===== src/rtl/pio_cond_pkg.sv =====
// Shared constants for the PIO input conditioner: s1 register addresses,
// edge-mode encodings and the debounce counter width helper.
package pio_cond_pkg;

  localparam logic [2:0] ADDR_DATA = 3'd0;
  localparam logic [2:0] ADDR_MASK = 3'd2;
  localparam logic [2:0] ADDR_EDGE = 3'd3;

  localparam int EDGE_RISE = 0;
  localparam int EDGE_FALL = 1;
  localparam int EDGE_ANY  = 2;

  function automatic int cnt_width(input int ticks);
    return $clog2(ticks + 1);
  endfunction

endpackage


===== src/rtl/pio_debounce_bit.sv =====
// One conditioned input: 2-flop synchronizer, tick-qualified stability
// counter and the debounced level flop.
module pio_debounce_bit
  import pio_cond_pkg::*;
#(
  parameter int DB_TICKS = 10
) (
  input  logic clk,
  input  logic reset,
  input  logic tick_i,
  input  logic raw_i,
  output logic db_o
);

  localparam int CW = cnt_width(DB_TICKS);
  localparam logic [CW-1:0] CNT_LAST = CW'(DB_TICKS - 1);

  logic          s1_q;
  logic          s2_q;
  logic          db_q;
  logic [CW-1:0] cnt_q;

  always_ff @(posedge clk) begin
    if (reset) begin
      s1_q  <= 1'b0;
      s2_q  <= 1'b0;
      db_q  <= 1'b0;
      cnt_q <= '0;
    end else begin
      s1_q <= raw_i;
      s2_q <= s1_q;
      // Any return to the current level throws away the partial count.
      if (s2_q == db_q) begin
        cnt_q <= '0;
      end else if (tick_i) begin
        if (cnt_q == CNT_LAST) begin
          db_q  <= s2_q;
          cnt_q <= '0;
        end else begin
          cnt_q <= cnt_q + CW'(1);
        end
      end
    end
  end

  assign db_o = db_q;

endmodule


===== src/rtl/pio_input_debounce.sv =====
// Raw key/switch conditioner ahead of the PIO data_in: shared tick prescaler,
// per-bit debounce, edge capture with maskable level IRQ and an s1 slave.
module pio_input_debounce
  import pio_cond_pkg::*;
#(
  parameter int WIDTH     = 16,
  parameter int TICK_DIV  = 50000,
  parameter int DB_TICKS  = 10,
  parameter int EDGE_MODE = 0
) (
  input  logic             clk,
  input  logic             reset,
  input  logic [WIDTH-1:0] raw_in,
  output logic [WIDTH-1:0] db_out,
  input  logic [2:0]       address,
  input  logic             chipselect,
  input  logic             write_n,
  input  logic [31:0]      writedata,
  output logic [31:0]      readdata,
  output logic             irq
);

  localparam int PW = $clog2(TICK_DIV);
  localparam logic [PW-1:0] PRE_LAST = PW'(TICK_DIV - 1);

  logic [PW-1:0]    pre_q;
  logic             tick;
  logic [WIDTH-1:0] db_q;
  logic [WIDTH-1:0] ev;
  logic [WIDTH-1:0] mask_q;
  logic [WIDTH-1:0] cap_q;
  logic [WIDTH-1:0] cap_d;
  logic [31:0]      rd_d;
  logic             wr_strobe;
  logic             unused_wdata;

  assign tick = (pre_q == PRE_LAST);

  always_ff @(posedge clk) begin
    if (reset || tick) begin
      pre_q <= '0;
    end else begin
      pre_q <= pre_q + PW'(1);
    end
  end

  for (genvar g = 0; g < WIDTH; g++) begin : g_bit
    pio_debounce_bit #(
      .DB_TICKS(DB_TICKS)
    ) u_bit (
      .clk   (clk),
      .reset (reset),
      .tick_i(tick),
      .raw_i (raw_in[g]),
      .db_o  (db_out[g])
    );
  end

  always_comb begin
    ev = '0;
    case (EDGE_MODE)
      EDGE_RISE: ev = db_out & ~db_q;
      EDGE_FALL: ev = ~db_out & db_q;
      default:   ev = db_out ^ db_q;
    endcase
  end

  assign wr_strobe    = chipselect & ~write_n;
  assign unused_wdata = ^writedata[31:WIDTH];

  always_comb begin
    cap_d = cap_q;
    if (wr_strobe && (address == ADDR_EDGE)) begin
      cap_d = cap_d & ~writedata[WIDTH-1:0];
    end
    // Applied after the clear so a coincident edge is never lost.
    cap_d = cap_d | ev;

    rd_d = '0;
    case (address)
      ADDR_DATA: rd_d[WIDTH-1:0] = db_out;
      ADDR_MASK: rd_d[WIDTH-1:0] = mask_q;
      ADDR_EDGE: rd_d[WIDTH-1:0] = cap_q;
      default:   rd_d = '0;
    endcase
  end

  always_ff @(posedge clk) begin
    if (reset) begin
      db_q     <= '0;
      cap_q    <= '0;
      mask_q   <= '0;
      readdata <= '0;
    end else begin
      db_q     <= db_out;
      cap_q    <= cap_d;
      readdata <= rd_d;
      if (wr_strobe && (address == ADDR_MASK)) begin
        mask_q <= writedata[WIDTH-1:0];
      end
    end
  end

  assign irq = |(cap_q & mask_q);

endmodule


===== config.mk =====
export PLATFORM = sky130hd
export DESIGN_NAME = pio_input_debounce
export DESIGN_NICKNAME = d
export VERILOG_FILES = /design/src/rtl/pio_cond_pkg.sv /design/src/rtl/pio_debounce_bit.sv /design/src/rtl/pio_input_debounce.sv
export SDC_FILE = /design/constraint.sdc
export NUM_CORES = 1
export LEC_CHECK = 0
export CORE_ASPECT_RATIO = 2
export CORE_MARGIN = 8
export CORE_UTILIZATION = 56
export CTS_CLUSTER_DIAMETER = 120
export CTS_CLUSTER_SIZE = 30
export DETAILED_ROUTE_END_ITERATION = 12
export PLACE_DENSITY = 0.81
export SETUP_SLACK_MARGIN = 0.4
export SYNTH_ARGS = -nofsm -noshare
export SYNTH_HDL_FRONTEND = slang
export SYNTH_SLANG_ARGS = --single-unit

===== constraint.sdc =====
create_clock -name clk -period 2.6 [get_ports clk]
set_input_delay 0.26 -clock clk [delete_from_list [all_inputs] [get_ports clk]]
set_output_delay 0.26 -clock clk [all_outputs]
set_load 0.01 [all_outputs]

Word level (Yosys, flattened, before mapping)
Cells that the tools add are included.

storage, ports and cells
  output and inout port bits = 49
  word-level logic and storage cells = 201
  input bits = 55
  bits in registers = 208

cells by class
  reductions and logical operators = 37
  multiplexer cells = 18
  equality and inequality tests = 35
  bitwise logic cells = 24
  add/sub/neg operators = 17

operators with widths
  operator               number
  $add 4x1->4 const B    16
  $eq 4x4->1 const B     16
  $mux 4                 16
  $and 16x16->16         3
  $pmux 16 s3            1
  $reduce_and 3->1       16
  $not 16->16            2
  $reduce_or 2->1        16
  $not 1->1              17
  $add 16x1->16 const B  1
  $eq 1x1->1             16
  $eq 16x16->1 const B   1
  $mux 16                1
  $or 16x16->16          1
  $reduce_or 16->1       1
  $eq 3x2->1 const B     2
  $logic_not 3->1        1
  $logic_and 1x1->1      2
  $and 1x1->1            1
  $logic_or 1x1->1       1

Longest topological paths before layout
Gate-level depths: netlist of the first run.

  depth in word-level cells = 5
  mapped depth = 8
  mapped depth without buffers = 5

Modules after synthesis
From an unflattened synthesis of the first run, not the netlist that was laid out.

second synthesis, totals
  cell total of the unflattened synthesis = 835
  area, all modules = 7911.3 µm²

by module, submodules not included
  module              instances  seq. area each (µm²)  cells each  area an instance (µm²)
  pio_debounce_bit    16         140.1                 30          290.3
  pio_input_debounce  1          1601.5                355         3266.9

Worst setup path after synthesis of the first run
No wires, ideal clock.

  path kind = register to register
  from = register pre_q[0]
  to = register g_bit[2].u_bit.cnt_q[3]
  library setup time = 81 ps
  buffers on the path = 1
  path slack = 755 ps
  data arrival time = 1764 ps
  period minus slack after synthesis = 1845 ps
  data required time = 2519 ps
  cell stages (with the launch flop) = 7
  cell sequence = dfxtp_1 ha_1 bufbuf_16 and4_1 nand4_4 or3_1 a41oi_1

on the way
  longest elaborated chain between the ends = 1

ends and longest elaborated chain
  item                      line                      source
  start: declaration        pio_input_debounce.sv:26  logic [PW-1:0] pre_q;
  start signal: assignment  pio_input_debounce.sv:43  pre_q <= pre_q + PW'(1);
  $eq 16x16->1              pio_input_debounce.sv:37  assign tick = (pre_q == PRE_LAST);
  end signal: assignment    pio_debounce_bit.sv:40    cnt_q <= cnt_q + CW'(1);
  end: declaration          pio_debounce_bit.sv:21    logic [CW-1:0] cnt_q;

Every way passes these cells.
A chain may end at the register's enable or synchronous reset.

Final worst setup path of the first run
Same ends and word-level chain as after synthesis.

==> impl_metrics.toml, run 1 <==
[sta]
fin_skew_ns = 0.00877
tightest_slew_ns = 1.22
final-hold-violation-count = 0
timing.setup.tns_ns = 0
maxSlewViolCount = 0
hold_ws_ns = 0.306
maxSlewHeadroom_pct = 18.1
period_share_pct = 82.2
fmax_mhz = 468
grt_setup_unrepaired = "false"
setup_violations = 0
period_needed_ns = 2.14

[final_layout]
final_cells = 1211
syn_to_final_growth_pct = 15.4
finalInstanceArea_sq_mm = 0.00981
nNetsFinal = 1056
drive_gt1_share_pct = 9.48
fill_cells = 1235
antenna_cells = 0
fin_util_pct = 65.2

[synthesis]
synth_cells = 947
yosys-top-cells-area = "dfxtp_1 (45%), nor2b_1 (6.0%), nor2_1 (4.4%), nand2_1 (4.0%), a21oi_1 (3.7%)"
ys_warn_count = 0
postSynth.asyncResetShare_pct = 0
synth_top_cell_by_area = "dfxtp_1"
syn_avg_cell_area_sq_um = 8.98
synth_top_area_share_pct = 45.2
synth_edf_count = 0
ys_seq_elements = 192
yosysSeqAreaShare_pct = 45.2
ys_types = 50
netlist_area_sq_mm = 0.00851
ys.flop_type = "dfxtp_1"

[global_routing]
grt_pass1_vias = 6672
grt_pass1_wl_microns = 31000
overflow = 0
grt.total_usage_pct = 19.6
grt_max_degree = 51
grt_antenna_before_repair = 0

[placement]
port_buffers = 71
postPlaceCellArea_sq_mm = 0.00920
dp_cells = 1178
place_congestion = 0.860
place_hpwl_microns = 12900

[route]
wl_per_cell_microns = 15.6
drt_pass1_iterations = 5
drc = 0
drtIter0Drc = 412
via_per_inst = 5.62
final_antenna_net_count = 0
vias = 6811
wl_microns = 18900

[clock_tree]
clockRootBuffer = "clkbuf_16"
cts_buffers = 17
cts_sinks = 192
clkTransAtPathRegs_ns = 0.07
clockBufferDepth = 2
ctsHoldBuffers = 0
htreeDepth = 4
clk_latency_ns = 0.42
cts_tree = "built"

[setup_path]
startpoint_type = "flip-flop"
crit_path_end_kind = "flip-flop"
cp.arrival_ns = 2.47
required_ns = 2.94
rr_startpoint = "pre_q[0]"
cp_max_fo = 11
critPathKind = "reg2reg"
crit_start = "pre_q[0]"

[hold_path]
hold_class = "in2reg"
hold_start = "reset"

[power_and_ir_drop]
power.density_mw_per_mm2 = 589
leakagePower_nw = 3.44
ir_worst_vdd_mv = 0.429

[die]
coreArea_sq_mm = 0.0151
die_area_sq_mm = 0.0196
die_h_microns = 190
rows = 64
pin_count = 104
start_util_pct = 56.5
die_w_microns = 103

[run_status]
status = "completed"

[run]
max_cap_violations = 0
-- cells in the mapped netlist, types with 2 or more instances --
| library cell | count |
|---|---|
| dfxtp_1 | 192 |
| nor2_1 | 100 |
| nand2_1 | 91 |
| nor2b_1 | 82 |
| a21oi_1 | 63 |
| nand3_1 | 37 |
| buf_4 | 36 |
| o21ai_0 | 30 |
| xnor2_1 | 28 |
| inv_1 | 24 |
| clkbuf_1 | 21 |
| nand4_1 | 21 |
| mux2i_1 | 19 |
| mux2_2 | 18 |
| and4_1 | 17 |
| xor2_1 | 17 |
| a22oi_1 | 16 |
| nand2b_1 | 16 |
| nand4b_1 | 16 |
| or3_1 | 16 |
| and2_1 | 12 |
| nand4_2 | 9 |
| buf_2 | 8 |
| a41oi_1 | 7 |
| a41oi_2 | 6 |
| nor3b_1 | 5 |
| a221oi_1 | 4 |
| a22o_1 | 4 |
| nor3_1 | 4 |
| a31oi_1 | 3 |
| buf_6 | 3 |
| bufbuf_16 | 2 |
| clkbuf_4 | 2 |
| nor4_1 | 2 |
-- metrics by stage --
stage / total power [mW] / setup slack (ns)
after global placement: 3.27 / 0.474
after detailed placement: 3.27 / 0.363
after floorplan: 3.19 / 0.755
final: 5.78 / 0.464
after CTS: 5.81 / 0.413
after global routing: 5.95 / 0.392
-- area by class of cell --
| type | count | area (sq um) | area share [%] |
|---|---|---|---|
| Clock buffer | 17 | 425 | 4.34 |
| Clock inverter | 15 | 158 | 1.61 |
| Inverter | 24 | 90.1 | 0.918 |
| Multi-Input combinational cell | 672 | 4130 | 42.1 |
| Sequential cell | 192 | 3840 | 39.2 |
| Tap cell | 198 | 248 | 2.52 |
| Timing Repair Buffer | 93 | 917 | 9.35 |
-- cell usage in the layout (no fill, tap or decap), drive strengths merged, types with 2 or more instances in the layout --
cell type and count:
a21oi 63, a221oi 4, a22o 4, a22oi 16, a31oi 3, a41oi 13
and2 12, and3 2, and4 17, buf 23, bufinv 2, clkbuf 17
clkdlybuf4s50 69, clkinv 5, clkinvlp 3, conb 16, dfxtp 192, inv 29
mux2 18, mux2i 19, nand2 91, nand2b 16, nand3 37, nand4 31
nand4b 16, nor2 100, nor2b 82, nor3 4, nor3b 5, nor4 3
o21ai 31, or2 2, or3 16, xnor2 28, xor2 17
-- flip-flops by register name, indices dropped and copies added, names as in the netlist --
signal	cells
db_q	16
mask_q	16
g_bit.u_bit.db_o	16
readdata	16
cap_q	16
g_bit.u_bit.s1_q	16
g_bit.u_bit.s2_q	16
g_bit.u_bit.cnt_q	64
pre_q	16
-- critical path, cell delays in order, from the launching register on --
cell and delay, ns:
dfxtp_1 0.38, ha_1 0.37, buf_4 0.25, and4_1 0.26, nand4_4 0.15, or3_1 0.41, a41oi_1 0.24
-- what timing repair did --
item,in CTS,in global routing
pin swaps,0,1
setup buffers,0,1
gates resized for setup,1,3
cloned,0,0
setup endpoints to repair,1,64
-- kinds of logic (layout without fill, tap and decap cells) --
group                      count (synthesis)  in the layout  synth area share (%)
AOI/OAI and AO/OA                        135            135                  9.94
DFF                                      192            192                  45.2
xor gates and xnor gates                  45             45                  4.63
and+or+nand+nor                          438            438                  28.2
other                                      1             16                0.0441
buffers and inverters                     98            149                  7.18
muxes                                     37             37                  4.62
adders and majority gates                  1              1                 0.147
-- routing by layer --
| metal | track usage (%) | routed length (microns) |
|---|---|---|
| met1 | 23.0 | 7820 |
| met2 | 33.5 | 9650 |
| met3 | 3.66 | 1100 |
| met4 | 8.08 | 353 |
| met5 | 0 | 0 |
-- final timing paths --
kind | slack (ns) | cells past startpoint | to
max | 0.46 | 6 | g_bit[2].u_bit.cnt_q[3]
min | 0.31 | 2 | g_bit[6].u_bit.s1_q
max reg2reg | 0.46 | 6 | g_bit[2].u_bit.cnt_q[3]
min reg2reg | 0.44 | 1 | g_bit[14].u_bit.s2_q
-- report_power, final --
| part | internal, mW | total [mW] | switching, mW |
|---|---|---|---|
| registers | 2.97 | 2.99 | 0.0176 |
| logic | 0.100 | 0.221 | 0.120 |
| clock network | 1.43 | 2.57 | 1.14 |
| total | 4.50 | 5.78 | 1.28 |
No activity file was read; power rests on OpenSTA's default activity.
==> inputs of run 2 (changes only) <==
- clock period: 2.6 -> 2.1 ns (I/O delays scaled with it)
==> impl_metrics.toml, run 2 (same netlist as run 1, synthesis figures left out) <==
[clock_tree]
cts_tree = "built"
htreeDepth = 4
clk_latency_ns = 0.43
cts_sinks = 192
clkTransAtPathRegs_ns = 0.08
ctsHoldBuffers = 0
clockBufferDepth = 2
clockRootBuffer = "clkbuf_16"
cts_buffers = 17

[die]
start_util_pct = 56.5
pin_count = 104
die_w_microns = 103
die_area_sq_mm = 0.0196
die_h_microns = 190
coreArea_sq_mm = 0.0151
rows = 64

[route]
drt_pass1_iterations = 4
drtIter0Drc = 364
final_antenna_net_count = 0
wl_per_cell_microns = 17.7
vias = 7122
wirelength_met1_microns = 8860
drc = 0
wl_microns = 22300
via_per_inst = 5.65
route.met2.wl_microns = 11500
routed.top_layer = "met4"
met3_length_microns = 1140

[final_layout]
final_cell_mix = "dfxtp_1 (165), nor2_1 (97), nand2_1 (91)"
largest_register_ffs = 64
nNetsFinal = 1105
final_common_cell = "dfxtp_1"
drive_gt1_share_pct = 20.5
multi_input_area_sq_mm = 0.00445
top_register = "g_bit.u_bit.cnt_q"
seqCellArea_sq_mm = 0.00389
final_cells = 1260
antenna_cells = 0
finalInstanceArea_sq_mm = 0.0107
syn_to_final_growth_pct = 26.0
fill_cells = 1087

[setup_path]
regToRegEndpoint = "g_bit[4].u_bit.db_o"
cp_slowest_cell = "and4bb_4"
cp_num_buf_inv = 0
cp_max_fo = 8
rrSetupSlack_ns = 0.30
required_ns = 2.42
cp.arrival_ns = 2.12
crit_path_end_kind = "flip-flop"
critPathMaxStageDelay_ns = 0.47
rr_startpoint = "pre_q[12]"
critPathKind = "reg2reg"
critPathTopFamily = "simple AND/OR/NAND/NOR gates"
cp_cell_sequence = "and4bb_4 > nand4_1 > nor3b_2 > mux2_4"
reg2reg_depth = 4
startpoint_type = "flip-flop"

[global_routing]
grt_pass1_wl_microns = 31900
grt_max_degree = 48
grt.total_usage_pct = 20.1
grt_pass1_vias = 6748
grt_antenna_before_repair = 0
overflow = 0

[run_status]
status = "completed"

[sta]
fmax_mhz = 554
fin_skew_ns = 0.0131
maxSlewViolCount = 0
maxSlewHeadroom_pct = 45.4
final-hold-violation-count = 0
timing.setup.tns_ns = 0
period_share_pct = 85.9
setup_violations = 0
grt_setup_unrepaired = "true"
period_needed_ns = 1.80
tightest_slew_ns = 0.818

[hold_path]
hold_class = "in2reg"
hold_end = "g_bit[6].u_bit.s1_q"
hold_start = "reset"
holdPathStages = 2

[power_and_ir_drop]
power.switching_mw = 1.72
ir_worst_vdd_mv = 0.570
leakagePower_nw = 3.76
switching_share_pct = 24.0
pwr-share-comb_pct = 4.3
p_int_mw = 5.44
p_seq_share_pct = 51.6
clkPwrFrac_pct = 44.1
power.density_mw_per_mm2 = 668

[placement]
port_buffers = 71
postPlaceCellArea_sq_mm = 0.00937
place_congestion = 0.828
place_hpwl_microns = 13200
dp_cells = 1192

[run]
max_cap_violations = 0
## run 2: layout make-up
| cell class | count | area share, % |
|---|---|---|
| Clock buffer | 18 | 4.10 |
| Clock inverter | 14 | 1.33 |
| Inverter | 24 | 0.841 |
| Multi-Input combinational cell | 673 | 41.6 |
| Sequential cell | 192 | 36.3 |
| Tap cell | 198 | 2.31 |
| Timing Repair Buffer | 141 | 13.6 |
## run 2: power groups by stage
stage / clock (mW) / sequential [mW] / combinational [mW]
after floorplan: 0 / 3.78 / 0.174
after global placement: 0 / 3.78 / 0.269
after detailed placement: 0 / 3.78 / 0.274
after CTS: 3.20 / 3.70 / 0.281
after global routing: 3.32 / 3.70 / 0.329
final: 3.15 / 3.69 / 0.309
## run 2: metrics by stage
stage               worst slack [ns]  power (mW)  utilization (%)  hold slack [ns]
floorplan                      0.390        3.95                -            0.291
global placement               0.129        4.05             62.3            0.418
detailed placement            0.0688        4.06             62.3            0.422
CTS                            0.321        7.17             67.4            0.123
global route                   0.260        7.35             71.2            0.149
finish                         0.297        7.16             71.2            0.138
## run 2: layer usage
layer,vias up,global-route usage (%)
met3,56,3.80
met4,0,8.24
met5,-,0
met2,234,33.5
li1,3416,-
met1,3416,24.5
## run 2: worst max path at each step
| stage | start | end | slack, ns | cells after the start |
|---|---|---|---|---|
| detailed placement | address[1] | readdata[10] | 0.07 | 4 |
| floorplan | pre_q[11] | g_bit[12].u_bit.db_o | 0.39 | 5 |
| CTS | cap_q[12] | irq | 0.32 | 4 |
| global route | pre_q[12] | g_bit[4].u_bit.db_o | 0.26 | 4 |
| global placement | pre_q[9] | g_bit[8].u_bit.db_o | 0.13 | 5 |
| finish | pre_q[12] | g_bit[4].u_bit.db_o | 0.30 | 4 |
## run 2: what timing repair did
item	4_1_cts	5_1_grt
setup buffers	7	21
gates cloned	0	8
endpoints found under the setup margin	105	66
resized for setup	51	66
pin swaps	12	59
==> inputs of run 3 (changes only) <==
- CAP_MARGIN: default -> 10
- CORE_UTILIZATION: 56 -> 37
- PLACE_DENSITY: 0.81 -> 0.58
==> impl_metrics.toml, run 3 (same netlist as run 1, synthesis figures left out) <==
[run_status]
status = "completed"

[setup_path]
critPathKind = "reg2reg"
required_ns = 2.43
rrSetupSlack_ns = 0.34
crit_path_end_kind = "flip-flop"
crit_start = "pre_q[11]"
rr_startpoint = "pre_q[11]"
reg2reg_depth = 6
startpoint_type = "flip-flop"
regToRegEndpoint = "g_bit[4].u_bit.db_o"
cp.arrival_ns = 2.08
cp_max_fo = 6
endpoint = "g_bit[4].u_bit.db_o"

[placement]
place_hpwl_microns = 14300
dp_cells = 1277
place_congestion = 0.801
port_buffers = 71

[sta]
period_needed_ns = 1.76
maxSlewHeadroom_pct = 39.7
tightest_slew_ns = 0.901
period_share_pct = 83.6
final-hold-violation-count = 0
fmax_mhz = 569
setup_violations = 0
timing.setup.tns_ns = 0
grt_setup_unrepaired = "true"
hold_ws_ns = 0.159
fin_skew_ns = 0.00761
maxSlewViolCount = 0

[final_layout]
top_register = "g_bit.u_bit.cnt_q"
antenna_cells = 0
nNetsFinal = 1098
drive_gt1_share_pct = 16.8
multi_input_area_sq_mm = 0.00431
largest_register_ffs = 64
final_common_cell = "dfxtp_1"
seqCellArea_sq_mm = 0.00388
final_cells = 1334
syn_to_final_growth_pct = 24.6
fill_cells = 2189
final_cell_mix = "dfxtp_1 (167), nor2_1 (100), nand2_1 (91)"
fin_util_pct = 46.8

[route]
drc = 0
drtIter0Drc = 338
final_antenna_net_count = 0
vias = 6711
via_per_inst = 5.03
wl_per_cell_microns = 15.1
wl_microns = 20200
drt_pass1_iterations = 4

[global_routing]
grt_max_degree = 34
grt.total_usage_pct = 14.5
grt_antenna_before_repair = 0
grt_pass1_wl_microns = 32700
grt_pass1_vias = 6640
overflow = 0

[power_and_ir_drop]
ir_worst_vdd_mv = 0.599
finalPower_mw = 7.27
leakagePower_nw = 3.68
power.density_mw_per_mm2 = 686

[die]
die_h_microns = 230
start_util_pct = 37.6
die_w_microns = 123
pin_count = 104
rows = 78
coreArea_sq_mm = 0.0226
die_area_sq_mm = 0.0284

[run]
max_cap_violations = 0

[clock_tree]
clk_latency_ns = 0.44
cts_sinks = 192
htreeDepth = 4
clockRootBuffer = "clkbuf_16"
cts_tree = "built"
cts_buffers = 17
clkTransAtPathRegs_ns = 0.07
clockBufferDepth = 2

[hold_path]
holdPathStages = 2
hold_class = "in2reg"
## run 3: cell types whose count changed in the layout (fill, tap and decap cells not counted), moves of 4 or more
cell / before / now
and4_1: 6 / 15
and4_4: 12 / 1
buf_12: 6 / 14
buf_6: 11 / 5
clkbuf_1: 0 / 5
clkbuf_16: 22 / 17
inv_8: 6 / 0
or3_1: 5 / 9
or3_4: 11 / 7
## run 3: worst min-delay path by stage
stage	slack, ns	end	start
final	0.16	g_bit[13].u_bit.s1_q	reset
after global routing	0.17	pre_q[2]	reset
after CTS	0.14	g_bit[13].u_bit.s1_q	reset
after floorplan	0.29	db_q[13]	reset
after detailed placement	0.42	g_bit[8].u_bit.s2_q	g_bit[8].u_bit.s1_q
after global placement	0.42	g_bit[3].u_bit.s2_q	g_bit[3].u_bit.s1_q
## run 3: power breakdown
| part | leakage [nW] | switching, mW | internal (mW) |
|---|---|---|---|
| clock | 0.291 | 1.32 | 1.96 |
| sequential | 1.57 | 0.0242 | 3.67 |
| combinational | 1.83 | 0.152 | 0.143 |
| total | 3.68 | 1.50 | 5.77 |
## run 3: critical path, cell delays in order (launching register included)
cell and delay [ns]:
dfxtp_2 0.34, nor4_4 0.29, buf_6 0.18, buf_4 0.11
nand4_1 0.14, nor3b_2 0.23, mux2_2 0.34
## run 3: stage by stage
stage	worst slack [ns]	area, sq um
after global placement	0.106	9580
after global routing	0.241	10600
final	0.343	10600
after CTS	0.291	10500
after detailed placement	0.0900	9580
after floorplan	0.390	8630
## run 3: cell type report
| type | instances | share of cell area, % |
|---|---|---|
| Multi-Input combinational cell | 672 | 40.6 |
| Sequential cell | 192 | 36.7 |
| Timing Repair Buffer | 135 | 13.0 |
| Clock buffer | 25 | 4.58 |
| Tap cell | 280 | 3.31 |
| Clock inverter | 6 | 0.992 |
| Inverter | 24 | 0.850 |
## run 3: timing repair
| action | 4_1_cts | 5_1_grt |
|---|---|---|
| hold buffers | 0 | 0 |
| gates resized for setup | 39 | 22 |
| pin swaps | 17 | 20 |
| setup endpoints to repair | 103 | 81 |
| setup buffers | 18 | 8 |
## run 3: routing by layer
metal  up-vias  global-route usage (%)  routed length, microns
met1      3170                    15.0                    8000
met2       118                    27.0                   11000
met4         0                    5.94                     424
met5         -                       0                       0
met3        24                    3.33                     770
li1       3399                       -                       -
